`src/rtl/systolic_input_feeder.sv`:
```
// systolic_input_feeder
// Transmit side of the systolic mesh data interface. Loads up to DEPTH
// north/west vector pairs, then on start replays them into the mesh boundary
// with a diagonal skew (lane k trails lane 0 by k cycles). Also produces the
// top-left valid, the last-element pulse and a stream-done pulse.
// Optional macro FEEDER_REPLAY_EN: when defined the buffer and count are kept
// after a stream so a further start replays it; when undefined the buffer is
// released (count cleared) after every stream.
module systolic_input_feeder #(
   parameter int N          = 2,
   parameter int DATA_WIDTH = 32,
   parameter int DEPTH      = 16
) (
   input  logic                         clk_i,
   input  logic                         rstn_i,
   input  logic                         in_valid_i,
   output logic                         in_ready_o,
   input  logic                         in_last_i,
   input  logic [0:N-1][DATA_WIDTH-1:0] north_vec_i,
   input  logic [0:N-1][DATA_WIDTH-1:0] west_vec_i,
   input  logic                         start_i,
   input  logic                         clear_i,
   output logic [0:N-1][DATA_WIDTH-1:0] north_o,
   output logic [0:N-1][DATA_WIDTH-1:0] west_o,
   output logic                         inputs_valid_o,
   output logic                         last_element_o,
   output logic                         busy_o,
   output logic                         stream_done_o,
   output logic [$clog2(DEPTH+1)-1:0]   count_o
);

   localparam int CW = $clog2(DEPTH + 1);
   localparam int AW = (DEPTH > 1) ? $clog2(DEPTH) : 1;
   // phase counts cycles since stream start and must reach L+N-1
   localparam int PW = $clog2(DEPTH + N + 1);

   localparam logic [1:0] FILL   = 2'd0;
   localparam logic [1:0] READY  = 2'd1;
   localparam logic [1:0] STREAM = 2'd2;
   localparam logic [1:0] DRAIN  = 2'd3;

   typedef logic [0:N-1][DATA_WIDTH-1:0] row_t;

   row_t          buf_north [0:DEPTH-1];
   row_t          buf_west  [0:DEPTH-1];

   logic [1:0]    state_reg;
   logic [CW-1:0] count_reg;
   logic [PW-1:0] phase_reg;
   row_t          row_north_reg;
   row_t          row_west_reg;
   logic          valid_reg;
   logic          done_reg;

   logic [PW-1:0] phase_next;
   logic [PW-1:0] len_ext;
   logic [AW-1:0] wr_idx;
   logic [AW-1:0] rd_idx;
   logic          busy;
   logic          accept;
   logic          more_rows;
   logic          at_end;

   assign busy       = (state_reg == STREAM) || (state_reg == DRAIN);
   assign in_ready_o = (state_reg == FILL) && (count_reg < CW'(DEPTH)) && !clear_i;
   assign accept     = in_valid_i && in_ready_o;
   assign len_ext    = PW'(count_reg);
   assign phase_next = phase_reg + PW'(1);
   // another buffered row remains to be fetched for the next cycle
   assign more_rows  = (phase_next < len_ext);
   // final busy cycle: the last lane is presenting element L-1
   assign at_end     = busy && (phase_next == len_ext + PW'(N - 1));
   assign wr_idx     = count_reg[AW-1:0];
   assign rd_idx     = (state_reg == READY) ? '0 : phase_next[AW-1:0];

   assign busy_o         = busy;
   assign last_element_o = at_end;
   assign inputs_valid_o = valid_reg;
   assign stream_done_o  = done_reg;
   assign count_o        = count_reg;

   // Stream buffer: written at the current fill index on each handshake
   always_ff @(posedge clk_i) begin
      if (accept) begin
         buf_north[wr_idx] <= north_vec_i;
         buf_west[wr_idx]  <= west_vec_i;
      end
   end

   // Control FSM plus the lane-0 output row register
   always_ff @(posedge clk_i or negedge rstn_i) begin
      if (!rstn_i) begin
         state_reg     <= FILL;
         count_reg     <= '0;
         phase_reg     <= '0;
         row_north_reg <= '0;
         row_west_reg  <= '0;
         valid_reg     <= 1'b0;
         done_reg      <= 1'b0;
      end else begin
         done_reg <= 1'b0;
         case (state_reg)
            FILL: begin
               if (clear_i) begin
                  count_reg <= '0;
               end else if (accept) begin
                  count_reg <= count_reg + CW'(1);
                  if (in_last_i || (count_reg == CW'(DEPTH - 1))) begin
                     state_reg <= READY;
                  end
               end
            end
            READY: begin
               if (clear_i) begin
                  count_reg <= '0;
                  state_reg <= FILL;
               end else if (start_i) begin
                  state_reg     <= STREAM;
                  phase_reg     <= '0;
                  row_north_reg <= buf_north[rd_idx];
                  row_west_reg  <= buf_west[rd_idx];
                  valid_reg     <= 1'b1;
               end
            end
            default: begin
               // STREAM and DRAIN: fetch remaining rows, then push zeros
               phase_reg <= phase_next;
               if (more_rows) begin
                  row_north_reg <= buf_north[rd_idx];
                  row_west_reg  <= buf_west[rd_idx];
                  valid_reg     <= 1'b1;
               end else begin
                  row_north_reg <= '0;
                  row_west_reg  <= '0;
                  valid_reg     <= 1'b0;
               end
               if (at_end) begin
                  done_reg <= 1'b1;
`ifdef FEEDER_REPLAY_EN
                  state_reg <= READY;
`else
                  state_reg <= FILL;
                  count_reg <= '0;
`endif
               end else if (!more_rows) begin
                  state_reg <= DRAIN;
               end
            end
         endcase
      end
   end

   genvar gi;
   generate
      for (gi = 0; gi < N; gi++) begin : g_lane
         if (gi == 0) begin : g_direct
            assign north_o[gi] = row_north_reg[gi];
            assign west_o[gi]  = row_west_reg[gi];
         end else begin : g_delay
            logic [DATA_WIDTH-1:0] north_dly_reg [0:gi-1];
            logic [DATA_WIDTH-1:0] west_dly_reg  [0:gi-1];

            // Delay line giving lane gi its gi-cycle skew behind lane 0
            always_ff @(posedge clk_i or negedge rstn_i) begin
               if (!rstn_i) begin
                  for (int j = 0; j < gi; j++) begin
                     north_dly_reg[j] <= '0;
                     west_dly_reg[j]  <= '0;
                  end
               end else begin
                  north_dly_reg[0] <= row_north_reg[gi];
                  west_dly_reg[0]  <= row_west_reg[gi];
                  for (int j = 1; j < gi; j++) begin
                     north_dly_reg[j] <= north_dly_reg[j-1];
                     west_dly_reg[j]  <= west_dly_reg[j-1];
                  end
               end
            end

            assign north_o[gi] = north_dly_reg[gi-1];
            assign west_o[gi]  = west_dly_reg[gi-1];
         end
      end
   endgenerate

endmodule

```
`config.mk`:
```
export PLATFORM = sky130hd
export DESIGN_NAME = systolic_input_feeder
export DESIGN_NICKNAME = d
export VERILOG_FILES = /design/src/rtl/systolic_input_feeder.sv
export SDC_FILE = /design/constraint.sdc
export NUM_CORES = 2
export LEC_CHECK = 0
export ABC_AREA = 1
export ABC_CLOCK_PERIOD_IN_PS = 27900
export BUFFER_PORTS_ARGS = -buffer_cell sky130_fd_sc_hd__buf_2
export CAP_MARGIN = 20
export CELL_PAD_IN_SITES_DETAIL_PLACEMENT = 0
export CELL_PAD_IN_SITES_GLOBAL_PLACEMENT = 1
export CORE_ASPECT_RATIO = 0.8
export CORE_MARGIN = 8
export CORE_UTILIZATION = 40
export DETAILED_ROUTE_END_ITERATION = 8
export PLACE_DENSITY_LB_ADDON = 0.25
export SYNTH_ARGS = -nofsm -noshare
export SYNTH_HDL_FRONTEND = slang
export SYNTH_SLANG_ARGS = --single-unit
```
`constraint.sdc`:
```
create_clock -name clk_i -period 27.9 [get_ports clk_i]
set_input_delay 2.79 -clock clk_i [delete_from_list [all_inputs] [get_ports clk_i]]
set_output_delay 2.79 -clock clk_i [all_outputs]
set_load 0.05 [all_outputs]
```
### Yosys cells after proc, flatten, opt, wreduce, memory -nomap -nowiden

Memories as Yosys holds them, arrays and structs flattened.
Index checks and enable logic that the tools add are counted.

| word-level totals | value |
|---|---|
| latch bits | 0 |
| memories | 2 |
| register bits | 206 |
| input bits | 134 |
| output and inout port bits | 138 |
| memory bits (read-only) | 0 |
| RAM bits | 2048 |

Memory list:

| memory | depth | width | read ports | clocked after Yosys merged registers in | wr ports | RTL line | RTL |
|---|---|---|---|---|---|---|---|
| buf_north | 16 | 64 | 1 | 0 | 1 | 44 | `row_t buf_north [0:DEPTH-1];` |
| buf_west | 16 | 64 | 1 | 0 | 1 | 45 | `row_t buf_west [0:DEPTH-1];` |

| operators by class | value |
|---|---|
| shift-type cells | 0 |
| $mul | 0 |
| reduce and logical (&&, ||, !) cells | 13 |
| bitwise gates (word level) | 1 |
| $add $sub $neg | 2 |
| equal/unequal tests | 14 |
| mux-type cells | 33 |
| order comparisons | 2 |
| divide/modulo/power cells | 0 |

Operators with widths:

| operator | count |
|---|---|
| 64-bit two-way mux | 6 |
| 64-bit case mux with 2 select lines | 2 |
| 5-bit two-way mux | 6 |
| 5-bit case mux with 2 select lines | 2 |
| 2-bit two-way mux | 7 |
| 5-bit by 1-bit adder with 5-bit output (second input constant) | 2 |
| 2-bit inequality test (second input constant) | 5 |
| 1-bit two-way mux | 7 |
| 3-bit inequality test (second input constant) | 2 |
| 3-bit AND reduction | 2 |
| 5-bit by 4-bit == test with 1-bit output (second input constant) | 1 |
| 5-bit == test | 1 |
| 5-bit < comparator | 1 |
| 5-bit < comparator (second input constant) | 1 |
| 5-bit AND reduction | 1 |
| 2-bit == test (second input constant) | 2 |
| 1-bit logical AND | 4 |
| 4-bit two-way mux | 1 |
| 4-bit by 2-bit inequality test with 1-bit output (second input constant) | 1 |
| 2-bit case mux with 2 select lines | 1 |
| 3-bit nonzero test | 1 |
| 2-bit by 1-bit == test with 1-bit output (second input constant) | 1 |
| 2-bit logical NOT | 1 |
| 1-bit logical OR | 2 |
| 5 further kinds | 5 |

### Logic depth before layout (Yosys ltp)

| logic depth | value |
|---|---|
| depth after elaboration | 7 |
| gate-level depth with buffers | 15 |
| gate-level depth less buffers | 15 |

### Worst setup path before layout

OpenSTA, ideal clock, no wires.

| timing path | value |
|---|---|
| path type | input to register |
| start | input clear_i |
| end | memory buf_north[3][0] in the netlist's numbering (enable) |
| data arrival time | 11.710 ns |
| buffers on the path | 0 |
| library setup time | 0.772 ns |
| required time | 27.128 ns |
| stages on the path | 3 |
| setup slack | 15.418 ns |
| cells stage by stage | inv_1 nand4_1 nor3_1 |

| between the ends | value |
|---|---|
| longest elaborated chain between the ends | 5 |

RTL lines:

| what | RTL line | RTL |
|---|---|---|
| start: declaration | 22 | `input logic clear_i,` |
| 1-bit logical NOT | 65 | `assign in_ready_o = (state_reg == FILL) && (count_reg < CW'(DEPTH)) && !clear_i;` |
| 1-bit logical AND | 65 |  |
| 1-bit logical AND | 66 | `assign accept = in_valid_i && in_ready_o;` |
| 1-bit two-way mux | 84 | `if (accept) begin` |
| 1-bit two-way mux (not written as such) | 85 | `buf_north[wr_idx] <= north_vec_i;` |
| end: declaration | 44 |  |

Every way passes these cells.

### Worst setup path after layout

| timing path | value |
|---|---|
| start | input clear_i |
| end | output in_ready_o |

| between the ends | value |
|---|---|
| longest elaborated chain between the ends | 2 |

RTL lines:

| what | RTL line | RTL |
|---|---|---|
| 1-bit logical NOT | 65 |  |
| 1-bit logical AND | 65 |  |
| end: declaration | 17 | `output logic in_ready_o,` |

Every way passes these cells.

==> summary.txt <==
Route
  • Max Used Layer: met5
  • Initial DRC count: 5,119
  • 1st-pass router iterations: 8
  • Final wirelength: about 250 mm
  • Via density: a little over 5
  • Metal-1 WL: 116 mm
  • DRC: 0
  • Post-route ant nets: 0
  • Metal2 WL: approximately 110 mm
  • DR vias: around 57,000
  • Met3 wire length: 14.4 mm
  • Routed len/inst: 22.4 µm

Final layout
  • Top Registers: buf_north: 1024 flops, buf_west: 1024 flops
  • Register area: 66,700 µm²
  • Layout Nets: 8,023
  • Commonest non-fill, non-tap cell in the layout: nand2_1
  • Filler cells: 20,684
  • Leading cell types in the layout, fill and taps excluded: 2,357 x nand2_1, 2,048 x edfxtp_1, 1,039 x nor2_1
  • Multi-input logic area: 20,400 µm²
  • Area delta synth->final: 12.2%
  • Share of cells above drive strength 1: around 9.1%

Pwr
  • Total Power: 11.0 mW
  • Worst VDD drop: between 0.15 and 0.2 mV
  • Pleak: 38.9 nW
  • Cell Pwr Density: 108 nW/µm²

Setup path
  • CP Max Fanout: 4
  • Worst setup EP type: output pin
  • CP Data Arrival Time: ~3.6 ns
  • WP data required: 25.11 ns
  • Reg2reg setup slack: 22.61 ns
  • WS Path Type: in -> out
  • Type of origin of the critical path: input port
  • Reg2reg end: west_o[32]
  • FF-to-FF Start: phase_reg[0]
  • Cell family with most CP delay: buffers and inverters
  • Worst-path cell chain: buf_2 > nor2_1 > inv_1 > nor2_1 > buf_2
  • Setup crit start: clear_i
  • Slowest CP cell: buf_2
  • Max incr delay on CP: 0.28 ns
  • Crit path buf inv count: 3
  • R2R cell count: 13

Hold path
  • Min-delay worst type: reg -> reg
  • Hold Path Origin: row_west_reg[24]
  • Hold path depth: 0
  • Worst hold endpoint: g_lane[1].g_delay.west_dly_reg[24]

Die
  • Row count: 156
  • Die W: 547 µm
  • Die height: 441 µm
  • Starting Density: 40.1%
  • Core area: 225,000 µm²
  • Die area: about 240,000 µm²
  • # IOs: 272

GRT
  • Vias in the first global route: between 50,000 and 60,000
  • Total Routing Usage GR: just over 20%
  • Pin count of the biggest net entering global routing: 187
  • First-pass GRT wire length: around 370 mm
  • Initial antenna violation count: 47
  • Grt ovf: 0

Yosys
  • Syn. warnings: 0
  • Synth Register Bits: 2,254
  • Area contributors post-synth: edfxtp_1 68%, nand2_1 9.8%, dfrtp_1 5.7%
  • Netlist Area Pre-Place: 90,300 µm²
  • Synth unique cells: 29
  • Post-synth top area share: between 60 and 70%
  • Register area share after synthesis: 73.8%
  • Leading area contributor after synthesis: edfxtp_1
  • Syn Inst Count: between 7,000 and 8,000
  • Synth Area per Inst: 11.6 µm²
  • Syn_nets: roughly 7,900

Clock network
  • Post-cts sizing count: 0
  • Max clock buf depth: 4
  • Root buf cell: clkbuf_16
  • Clock Latency Late Sink: 0.90 ns
  • # clock sinks: approximately 2,300
  • CTS tree: yes
  • Post-CTS Setup Bufs: 0
  • Htree depth: 4
  • Hold buffer count at CTS: 0
  • CTS Buf Count: 233
  • Clk slew on worst S/H paths: approximately 0.06 ns

STA
  • Slew HR: 26.3%
  • Setup_tns: 0 ns
  • Final min period: 6.36 ns
  • Final Hold Fails: 0
  • Clock Skew: 0.0533 ns
  • Setup violations, final: 0
  • Unrepaired setup endpoints after global routing: false
  • Max Clk Rate: 0.157 GHz
  • Worst hold slack: 0.375 ns
  • Tightest Pin Transition: roughly 1.1 ns
  • Final WS setup: ~22 ns
  • Post-route clock period utilization: 22.8%
  • Slew Viols, Final: 0

Place
  • Final Wtd Congestion: 0.747
  • Post-Place Setup Slack: 20.71 ns
  • Hpwl dp: 127 mm
  • Port Buffers: 271

Status
  • Status: completed

Job
  • Max cap viols: 0
## stage by stage
| stage | util, % | instances | area [µm²] |
|---|---|---|---|
| 3_3_place_gp | 41.6 | 10642 | 93600 |
| 3_5_place_dp | 41.6 | 10644 | 93600 |
| 6_report | 45.0 | 11088 | 101000 |
| 4_1_cts | 44.9 | 11068 | 101000 |
| 2_1_floorplan | - | 7798 | 90300 |
| 5_1_grt | 45.0 | 11072 | 101000 |
## routing by layer
layer / up-vias / track usage [%]
met5: - / 0
met4: 16 / 4.04
met3: 334 / 3.59
met2: 1497 / 32.2
met1: 27976 / 29.3
li1: 26770 / -
## kinds of logic after synthesis
logic type / count (synthesis) / share of synthesized area [%]
adders and majority gates: 11 / 0.152
and+or+nand+nor: 4206 / 18.6
AOI/OAI and AO/OA: 653 / 3.63
buffers and inverters: 674 / 3.80
DFF: 2254 / 73.8
## Yosys cell counts
library cell and instances:
a21o_1 1, inv_1 151, o21ai_0 550, clkbuf_1 128, o2111ai_1 1, nand4_1 7, buf_8 3, inv_2 3
nand2_4 2, dfrtp_1 206, ha_1 11, a21oi_1 2, buf_2 225, nand3_1 779, clkbuf_2 18, nand2_2 2
nor2_1 1051, a32o_1 1, a21boi_0 1, buf_6 33, nor2_2 1, buf_4 84, or2_2 1, o21ai_1 97
nand2_1 2359, clkinv_1 1, edfxtp_1 2048, buf_1 28, nor3_1 4
## power by group
group,leakage [nW],total (mW),switching [mW],internal [mW]
Combinational,14.0,3.94,2.99,0.958
Sequential,21.1,3.93,0.0827,3.85
Clock,3.72,3.11,1.31,1.80
Total,38.9,11.0,4.38,6.60
## area by class of cell
| cell class | instances | share of cell area [%] |
|---|---|---|
| repair buffers | 364 | 2.23 |
| flip-flops and latches | 2254 | 65.8 |
| inverters | 155 | 0.597 |
| diodes | 19 | 0.0469 |
| well taps | 3002 | 3.71 |
| clock inverters | 123 | 1.19 |
| multi-input cells | 4870 | 20.1 |
| clock buffers | 301 | 6.28 |
## how the worst max path moves through the flow
stage / to / slack (ns) / depth (start not counted)
2_1_floorplan: buf_north[3][0] / 15.42 / 3
3_3_place_gp: buf_north[1][6] / 20.57 / 8
3_5_place_dp: buf_north[1][6] / 20.71 / 9
4_1_cts: in_ready_o / 21.55 / 5
5_1_grt: in_ready_o / 21.51 / 5
6_report: in_ready_o / 21.54 / 5
(Power assumes the default switching activity.)
